File: config.mk
export PLATFORM = sky130hd
export DESIGN_NAME = add_serial
export DESIGN_NICKNAME = d
export VERILOG_FILES = /design/src/rtl/add_serial.sv
export SDC_FILE = /design/constraint.sdc
export NUM_CORES = 1
export LEC_CHECK = 0
export CAP_MARGIN = 20
export CORE_UTILIZATION = 55
export CTS_CLUSTER_DIAMETER = 40
export CTS_CLUSTER_SIZE = 40
export DETAILED_ROUTE_END_ITERATION = 10
export PLACE_DENSITY = 0.92
export SLEW_MARGIN = 30
export SYNTH_ARGS = -nofsm -noshare
export SYNTH_HDL_FRONTEND = slang
export SYNTH_SLANG_ARGS = --single-unit
File: constraint.sdc
create_clock -name clk -period 6 [get_ports clk]
set_clock_uncertainty 0.2 [all_clocks]
set_input_delay 0.6 -clock clk [delete_from_list [all_inputs] [get_ports clk]]
set_output_delay 0.6 -clock clk [all_outputs]
set_load 0.01 [all_outputs]
File: src/rtl/add_serial.sv
// ============================================================================
//  Module      : add_serial
//  Description : Multi-cycle adder/subtractor that walks one CHUNK-bit carry
//                slice across WIDTH-bit operands, LSB chunk first.
//  Revision    : 1.0 - initial release
// ============================================================================
`default_nettype none

module add_serial #(
  parameter int WIDTH = 8,
  parameter int CHUNK = 2
) (
  input  logic             clk,
  input  logic             rst,
  input  logic             start,
  input  logic             sub,
  input  logic [WIDTH-1:0] in_1,
  input  logic [WIDTH-1:0] in_2,
  output logic             busy,
  output logic             done,
  output logic [WIDTH:0]   out,
  output logic             overflow
);

  localparam int N     = WIDTH / CHUNK;
  localparam int CNT_W = (N > 1) ? $clog2(N) : 1;
  localparam logic [CNT_W-1:0] LAST = CNT_W'(N - 1);

  typedef enum logic [0:0] {
    IDLE = 1'b0,
    RUN  = 1'b1
  } state_t;

  state_t             state_q;
  logic [CNT_W-1:0]   cnt_q;
  logic [WIDTH-1:0]   a_q;
  logic [WIDTH-1:0]   b_q;
  logic [WIDTH-1:0]   part_q;
  logic               carry_q;
  logic               sub_q;

  logic [CHUNK-1:0]   a_sl_d;
  logic [CHUNK-1:0]   b_sl_d;
  logic [CHUNK:0]     sum_d;
  logic [WIDTH-1:0]   part_d;
  logic               cmsb_d;

  // One carry-chain slice shared by every chunk position.
  always_comb begin
    a_sl_d = a_q[int'(cnt_q) * CHUNK +: CHUNK];
    b_sl_d = b_q[int'(cnt_q) * CHUNK +: CHUNK];
    sum_d  = {1'b0, a_sl_d} + {1'b0, b_sl_d} + {{CHUNK{1'b0}}, carry_q};
    // Carry into the slice MSB recovered from its sum bit; only the last chunk's value is used.
    cmsb_d = sum_d[CHUNK-1] ^ a_sl_d[CHUNK-1] ^ b_sl_d[CHUNK-1];
    part_d = part_q;
    part_d[int'(cnt_q) * CHUNK +: CHUNK] = sum_d[CHUNK-1:0];
  end

  always_ff @(posedge clk) begin
    if (rst) begin
      state_q  <= IDLE;
      cnt_q    <= '0;
      a_q      <= '0;
      b_q      <= '0;
      part_q   <= '0;
      carry_q  <= 1'b0;
      sub_q    <= 1'b0;
      busy     <= 1'b0;
      done     <= 1'b0;
      out      <= '0;
      overflow <= 1'b0;
    end else begin
      done <= 1'b0;
      case (state_q)
        IDLE: begin
          if (start) begin
            a_q     <= in_1;
            b_q     <= sub ? ~in_2 : in_2;
            carry_q <= sub;
            sub_q   <= sub;
            cnt_q   <= '0;
            part_q  <= '0;
            busy    <= 1'b1;
            state_q <= RUN;
          end
        end
        RUN: begin
          part_q  <= part_d;
          carry_q <= sum_d[CHUNK];
          if (cnt_q == LAST) begin
            // Subtraction reports borrow, the inverse of the final carry.
            out      <= {sub_q ? ~sum_d[CHUNK] : sum_d[CHUNK], part_d};
            overflow <= cmsb_d ^ sum_d[CHUNK];
            done     <= 1'b1;
            busy     <= 1'b0;
            cnt_q    <= '0;
            state_q  <= IDLE;
          end else begin
            cnt_q <= cnt_q + 1'b1;
          end
        end
        default: state_q <= IDLE;
      endcase
    end
  end

endmodule

`default_nettype wire

## After elaboration in Yosys (flattened, before gate mapping)

Cells that the tools add are included.

| operators by class | value |
|---|---|
| eq/ne operators | 3 |
| reductions and logical operators | 4 |
| multiplexer cells | 17 |
| add/subtract/negate cells | 4 |
| bitwise logic cells | 6 |
| shift-type cells | 4 |

Operators by type and width:

| cell | number |
|---|---|
| $neg A3 Y33 | 1 |
| $shift A2 B33 Y8 const A | 1 |
| $shiftx A2 B33 Y8 | 1 |
| $mux W8 | 2 |
| $pmux W8 S2 | 1 |
| $shiftx A8 B4 Y2 | 2 |
| $bwmux W8 | 1 |
| $not A8 Y8 | 1 |
| $mux W1 | 7 |
| $pmux W1 S2 | 3 |
| $reduce_and A2 Y1 | 3 |
| $mux W2 | 2 |
| $pmux W2 S2 | 1 |
| $add A2 B2 Y3 | 1 |
| $add A3 B1 Y3 | 1 |
| $xor A1 B1 Y1 | 3 |
| $add A2 B1 Y2 const B | 1 |
| $eq A2 B2 Y1 const B | 1 |
| $ne A2 B1 Y1 const B | 1 |
| $ne A2 B2 Y1 const B | 1 |
| $not A1 Y1 | 2 |
| $reduce_or A2 Y1 | 1 |

| storage, ports and cells | value |
|---|---|
| bits in registers | 41 |
| bits of input ports | 20 |
| output and inout bits | 12 |
| logic and storage cells | 49 |

## Depth between registers and ports, before layout

Gate-level depths: netlist of run 1.

| depth | value |
|---|---|
| depth after elaboration | 6 |
| mapped depth | 8 |
| gate-level depth less buffers | 7 |

## Least setup slack after synthesis of run 1

Ideal clock, no wire load.

| timing | value |
|---|---|
| path type | reg2reg |
| start | register cnt_q[0] |
| end | register overflow |
| setup time | 0.079 ns |
| slack | 3.061 ns |
| buffers on the path | 1 |
| cell stages (with the launch flop) | 9 |
| clock period less this slack | 2.939 ns |
| data arrival time | 2.660 ns |
| required time | 5.721 ns |
| path through | dfxtp_1 -> buf_6 -> mux4_1 -> fa_1 -> fa_1 -> xnor2_1 -> xnor2_2 -> xnor2_1 -> a211oi_2 |

| on the way | value |
|---|---|
| longest elaborated chain between the ends | 6 |
| elaborated cells on any way between the ends | 9 |
| classes of those cells | 2 x add/sub; 1 x eq/ne; 2 x shift; 3 x bitwise; 1 x reduce/logical |

RTL lines:

| element | line | source |
|---|---|---|
| from (decl) | 35 | `logic [CNT_W-1:0] cnt_q;` |
| from (signal assigned) | 99 | `cnt_q <= cnt_q + 1'b1;` |
| $shiftx A8 B4 Y2, on equally long branches | 50, 51 |  |
| $add A2 B2 Y3 | 52 | `sum_d = {1'b0, a_sl_d} + {1'b0, b_sl_d} + {{CHUNK{1'b0}}, carry_q};` |
| $add A3 B1 Y3 | 52 |  |
| $xor A1 B1 Y1 (2 in a row) | 54 | `cmsb_d = sum_d[CHUNK-1] ^ a_sl_d[CHUNK-1] ^ b_sl_d[CHUNK-1];` |
| $xor A1 B1 Y1 | 93 | `overflow <= cmsb_d ^ sum_d[CHUNK];` |
| to (signal assigned) | 93 |  |
| to (decl) | 22 | `output logic overflow` |

Parallel ways exist; a longest one is shown, timed or not.
A chain may end at the register's enable or synchronous reset.

## Final worst setup path of run 1

Same ends and word-level chain as after synthesis.

==> summary.md, run 1 <==
| Metric | Value |
|---|---|
| Status | complete, no violations |
| I/O pins | 32 |
| Area delta synth->final | 19.2% |
| Critical Path Slowest Stage Cell | dfxtp_1 |
| Top sig layer | met4 |
| Antenna-violating nets left | 0 |
| Syn Inst Count | 214 |
| Met3 Wirelength | 100 µm |
| Rows | 21 |
| H-tree lvl count | 2 |
| Fin Setup TNS | 0 ps |
| Final hold violations | 0 |
| Max cap viols | 0 |
| First-pass DRT Iterations | 4 |
| Reg-to-Reg Start | cnt_q[0] |
| Bufs and invs on worst path | 0 |
| WP data arrival | 3270 ps |
| Routed wl met2 | 1860 µm |
| Port Buffers | 31 |
| 1st-iter DRT viols | 41 |
| Clk pwr share | 26.7% |
| Top-count cell post-synth | dfxtp_1 |
| Hold path start | out[2] |
| Post-cts sizing count | 0 |
| Initial Util | 57.8% |
| Final Net Count | 266 |
| Gpl congestion | 0.817 |
| Die Height | 61.5 µm |
| Count of different cell masters after synthesis | 26 |
| Maximum clock rate | 0.308 GHz |
| Final Cycle Share | 54.2% |
| Slew HR | 57.8% |
| Share of cells above drive strength 1 | 6.72% |
| Internal power | 0.383 mW |
| Req. time, crit path | 6020 ps |
| P_leak | 0.878 nW |
| Post-route cell area | 2320 µm² |
| Crit-path cells | mux4_1 -> fa_1 -> fa_1 -> xnor2_1 -> xnor2_2 -> xnor2_1 -> a211oi_2 |
| CP Max Fanout | 12 |
| Post-route DRC | 0 |
| Die W | 61.5 µm |
| Area after DPL | 2260 µm² |
| Final Slew Violations | 0 |
| Cell Area, Synth | 1940 µm² |
| EDFF count, synth | 0 |
| First-pass GRT wire length | 6150 µm |
| CP startpoint kind | register |
| Final wirelength | 3610 µm |
| Pin count of the biggest net entering global routing | 42 |
| Worst r2r dst | overflow |
| N_diodes | 0 |
| CTS Sinks | 41 |
| GR Overflow Total | 0 |
| Crit end category | register |
| Syn Area/Cell | 9.09 µm² |
| Hold path endpoint | out[2] |
| Hold WC Path Type | reg -> reg |
| Post-CTS setup buffers | 0 |
| Detailed placer's ending HPWL | 2530 µm |
| Clock slew at reported path FFs | 110 ps |
| FFs w/ async S/R, synth | 0% |
| Syn nets | 242 |
| Cts-stage hold buffer count | 0 |
| Top FF cell, synth | dfxtp_1 |
| CP Class | reg -> reg |
| Placed Cells | 277 |
| WL met1 | 1540 µm |
| Reg-to-reg slack, setup | 2750 ps |
| Routed vias | 1527 |
| Post-synth top area share | 42.2% |
| Comb pwr share | 17.2% |
| Clock tree from TritonCTS | done |
| Switch Pwr | 0.133 mW |
| Fin crit period | 3250 ps |
| Worst skew pair latency | 350 ps |
| Most frequent cells after synthesis | dfxtp_1 (41), nor2_1 (30), nand2_1 (27), a21oi_1 (24), clkbuf_1 (14) |
| Sequential power share | 56.2% |
| Worst-Margin Slew | 631 ps |
| DIE AREA | 3780 µm² |
| #FFs+latches synth | 41 |
| Core footprint | 3360 µm² |
| Total track usage | 23.0% |
| Worst Reg-to-Reg Cells | 7 |
| Clock Tree Buf Depth | 2 |
| Sequential area share after synthesis | 42.2% |
| CP max stage delay | 640 ps |
| Initial antenna violation count | 0 |
| Vias in the first global route | 1433 |
| Root Buffer | clkbuf_4 |
| Maximum VDD drop | 0.000127 V |
| Setup violators final | 0 |
| Vias per std cell | 5.38 |
| Top delay family on crit path | adder cells |
| Post-synth top area cell | dfxtp_1 |
| Unrepaired setup endpoints after global routing | false |
| PwrDens | 223 nW/µm² |
| Num CTS Buffers | 5 |
| Ys Warns | 0 |
| WHS Path Cells | 2 |
| Top post-synthesis cells by area | dfxtp_1 (42%), a21oi_1 (6.2%), nor2_1 (5.8%), nand2_1 (5.2%), xnor2_1 (5.0%) |
| WL per Instance | 12.7 µm |
| Post-route insts no fill | 284 |
| Switching portion of total power | 25.8% |
area by class of cell:
cell class / instances / area [µm²]
Inverter: 2 / 7.51
Fill cell: 279 / 1050
Timing Repair Buffer: 34 / 333
Multi-Input combinational cell: 154 / 1040
Clock buffer: 7 / 55.1
Sequential cell: 41 / 821
Tap cell: 46 / 57.6
how the worst max path moves through the flow:
stage	startpoint	endpoint	slack (ps)	cells past startpoint
after floorplan	cnt_q[0]	overflow	3060	8
after global placement	cnt_q[0]	overflow	2840	7
after detailed placement	cnt_q[0]	overflow	2750	7
after CTS	cnt_q[0]	overflow	2730	7
after global routing	cnt_q[0]	overflow	2550	7
final	cnt_q[0]	overflow	2750	7
metal layers:
| metal | GRT usage (%) | vias to the layer above |
|---|---|---|
| met4 | 15.2 | 0 |
| li1 | - | 773 |
| met5 | 0 | - |
| met2 | 41.5 | 26 |
| met3 | 4.83 | 11 |
| met1 | 24.0 | 717 |
per-stage QoR:
| step | setup slack [ps] | util, % | hold slack [ps] | total power [mW] |
|---|---|---|---|---|
| after CTS | 2730 | 68.9 | 263 | 0.520 |
| after global placement | 2840 | 67.3 | 245 | 0.381 |
| after detailed placement | 2750 | 67.3 | 248 | 0.385 |
| after floorplan | 3060 | - | 232 | 0.358 |
| after global routing | 2550 | 68.9 | 280 | 0.545 |
| final | 2750 | 68.9 | 262 | 0.516 |
kinds of logic (layout without fill, tap and decap cells):
family | count (synthesis) | count (layout) | share of synthesized area [%]
and+or+nand+nor | 82 | 82 | 19.5
AOI/OAI and AO/OA | 42 | 42 | 14.2
DFF | 41 | 41 | 42.2
buffers and inverters | 19 | 43 | 4.12
xor gates and xnor gates | 12 | 12 | 5.79
muxes | 10 | 10 | 8.30
adders and majority gates | 8 | 8 | 5.92
tightest hold or removal path, cell delays in order (launching register included):
cell,delay [ps]
dfxtp_1,330
nand2_1,50
a21oi_1,50
sequential cells by signal, summed over array words and instances, names as in the netlist:
| register | cells |
|---|---|
| out | 9 |
| a_q | 8 |
| b_q | 8 |
| part_q | 8 |
| cnt_q | 2 |
| busy | 1 |
| carry_q | 1 |
| done | 1 |
| overflow | 1 |
| state_q | 1 |
| sub_q | 1 |
placed cells by master, fill, tap and decap left out, drive strengths merged, types with 6 or more instances in the layout:
cell / instances
clkbuf: 7
nor3b: 8
nand2: 27
a21oi: 24
xnor2: 12
nor2: 30
ha: 6
dfxtp: 41
nor2b: 12
clkdlybuf4s50: 31
a211oi: 10
mux2i: 6
power by group through the flow:
| stage | Sequential [mW] | Combinational [mW] | Clock [mW] |
|---|---|---|---|
| 4_1_cts | 0.290 | 0.0890 | 0.141 |
| 3_5_place_dp | 0.296 | 0.0887 | 0 |
| 6_report | 0.290 | 0.0886 | 0.138 |
| 5_1_grt | 0.292 | 0.0986 | 0.155 |
| 3_3_place_gp | 0.296 | 0.0856 | 0 |
| 2_1_floorplan | 0.293 | 0.0646 | 0 |
No activity file was read; power rests on OpenSTA's default activity.
==> run 2: changes to the inputs <==
--- a/config.mk
+++ b/config.mk
@@ -6,11 +6,11 @@
 export NUM_CORES = 1
 export LEC_CHECK = 0
 export CAP_MARGIN = 20
-export CORE_UTILIZATION = 55
+export CORE_UTILIZATION = 47
 export CTS_CLUSTER_DIAMETER = 40
 export CTS_CLUSTER_SIZE = 40
 export DETAILED_ROUTE_END_ITERATION = 10
-export PLACE_DENSITY = 0.92
+export PLACE_DENSITY = 0.85
 export SLEW_MARGIN = 30
 export SYNTH_ARGS = -nofsm -noshare
 export SYNTH_HDL_FRONTEND = slang
==> constraint.sdc (replaced) <==
create_clock -name clk -period 2.98 [get_ports clk]
set_clock_uncertainty 0.2 [all_clocks]
set_input_delay 0.298 -clock clk [delete_from_list [all_inputs] [get_ports clk]]
set_output_delay 0.298 -clock clk [all_outputs]
set_load 0.01 [all_outputs]
==> run 2 against run 1 <==
Compared with the run above:
- fmax rose by 14%
- critical endpoint unchanged
- total power rose by 110%
- core utilization fell by 9.1 points
- cell count rose by 3.2%
- sequential share of layout area fell by 1.0 points
- via count fell by 0.20%
- global-route usage fell by 4.7 points
- non-clock buffer count rose by 4
- combinational power rose by 110%
- first-iteration DRC count rose by 2.4%
- critical path depth did not move
- count of clock-buffer cells in the layout fell by 1
==> summary.md, run 2 (same netlist as run 1, synthesis figures left out) <==
| Metric | Value |
|---|---|
| Status | complete, no violations |
| Maximum clock rate | 0.351 GHz |
| Final Slew Violations | 0 |
| Root Buffer | clkbuf_8 |
| GR Overflow Total | 0 |
| Top delay family on crit path | adder cells |
| N_diodes | 0 |
| Detailed placer's ending HPWL | 2490 µm |
| CP Class | reg -> reg |
| Clock slew at reported path FFs | 70 ps |
| WL per Instance | 12.0 µm |
| Met3 Wirelength | 104 µm |
| Critical Path Slowest Stage Cell | fa_2 |
| Area delta synth->final | 23.0% |
| Crit-path cells | mux4_1 -> fa_1 -> fa_2 -> xnor2_2 -> xnor2_2 -> xnor2_1 -> a211oi_2 |
| Num CTS Buffers | 5 |
| CP Max Fanout | 4 |
| H-tree lvl count | 2 |
| Reg-to-Reg Start | cnt_q[0] |
| Vias per std cell | 5.20 |
| Max reg flops | 9 |
| Bufs and invs on worst path | 0 |
| I/O pins | 32 |
| CP max stage delay | 610 ps |
| Gpl congestion | 0.835 |
| Post-CTS setup buffers | 0 |
| Routed wl met2 | 1740 µm |
| Vias in the first global route | 1344 |
| DIE AREA | 4400 µm² |
| Most flops, register | out |
| Rows | 23 |
| Maximum VDD drop | 0.000314 V |
| PwrDens | 463 nW/µm² |
| Pin count of the biggest net entering global routing | 42 |
| Worst setup endpoint | overflow |
| Req. time, crit path | 2930 ps |
| Setup violators final | 0 |
| First-pass DRT Iterations | 4 |
| Die Height | 66.3 µm |
| Port Buffers | 31 |
| 1st-iter DRT viols | 42 |
| Top sig layer | met4 |
| Clock tree from TritonCTS | done |
| First-pass GRT wire length | 6080 µm |
| Final hold violations | 0 |
| Worst Reg-to-Reg Cells | 7 |
| Post-route DRC | 0 |
| Total track usage | 18.3% |
| Worst skew pair latency | 280 ps |
| Critical path origin | cnt_q[0] |
| CTS Sinks | 41 |
| CP startpoint kind | register |
| WL met1 | 1600 µm |
| Share of cells above drive strength 1 | 9.88% |
| Clock Tree Buf Depth | 2 |
| Commonest non-fill, non-tap cell in the layout | dfxtp_1 |
| Critical path's most frequent cell | xnor2_2 |
| Worst-Margin Slew | 594 ps |
| P_leak | 0.913 nW |
| Initial Util | 48.6% |
| Core footprint | 4000 µm² |
| Initial antenna violation count | 0 |
| Antenna-violating nets left | 0 |
| Reg-to-reg slack, setup | 130 ps |
| Hold WC Path Type | reg -> reg |
| Worst r2r dst | overflow |
| Most frequent cells in the layout | dfxtp_1 (40), clkdlybuf4s50_1 (31), nor2_1 (30) |
| Die W | 66.3 µm |
| Final Cycle Share | 95.7% |
| Max cap viols | 0 |
| Fin Setup TNS | 0 ps |
| Final wirelength | 3510 µm |
| Slew HR | 60.4% |
| Power Total | 1.11 mW |
| Unrepaired setup endpoints after global routing | false |
| WP data arrival | 2800 ps |
| Fin crit period | 2850 ps |
| Final Net Count | 270 |
| Crit end category | register |
| Routed vias | 1524 |
| Levels on crit path | 7 |
run 2: cell types whose count changed in the layout (fill, tap and decap cells not counted):
cell,before,now
buf_4,3,7
clkbuf_4,5,0
clkbuf_8,1,5
clkinv_2,0,2
dfxtp_1,41,40
dfxtp_2,0,1
fa_1,2,1
fa_2,0,1
xnor2_1,11,10
xnor2_2,1,2
run 2: how the worst min path moves through the flow:
stage,startpoint,endpoint,slack (ps),depth (start not counted)
detailed placement,a_q[0],a_q[0],250,2
global route,out[4],out[4],280,2
finish,out[4],out[4],260,2
floorplan,a_q[2],a_q[2],230,2
global placement,a_q[2],a_q[2],240,2
CTS,a_q[0],a_q[0],260,2
run 2: layout make-up:
class	count	area (µm²)
Tap cell	50	62.6
Clock buffer	6	72.6
Multi-Input combinational cell	154	1050
Inverter	2	7.51
Clock inverter	2	10.0
Sequential cell	41	822
Timing Repair Buffer	38	363
Fill cell	353	1610
run 2: power breakdown:
group	switching [mW]	total (mW)	leakage (nW)	internal (mW)
clock network	0.174	0.336	0.0450	0.162
registers	0.0117	0.581	0.335	0.570
logic	0.0923	0.189	0.534	0.0968
run 2: per-layer routing:
metal  track usage (%)  vias up
met5                 0        -
met4              7.98        0
met3              3.62        8
met2              31.0       30
met1              22.2      700
li1                  -      786
run 2: metrics by stage:
step / util [%] / setup slack [ps] / instances / instance area, µm² / hold slack (ps)
2_1_floorplan: - / 40.6 / 214 / 1940 / 232
4_1_cts: 59.5 / 20.0 / 293 / 2380 / 261
6_report: 59.8 / 130 / 293 / 2390 / 259
3_5_place_dp: 57.4 / 35.9 / 285 / 2300 / 250
5_1_grt: 59.8 / 16.4 / 293 / 2390 / 283
3_3_place_gp: 57.4 / 96.4 / 285 / 2300 / 242
run 2: what timing repair did:
item / CTS / global route
endpoints found under the setup margin: 0 / 5
resized for setup: 0 / 3
hold buffers: 0 / 0
endpoints found under the hold margin: 0 / 0
run 2: worst register-to-register path, stage by stage (launching register included):
cell and delay [ps]:
dfxtp_2 360, mux4_1 590, fa_1 440, fa_2 610, xnor2_2 140, xnor2_2 130
xnor2_1 150, a211oi_2 90
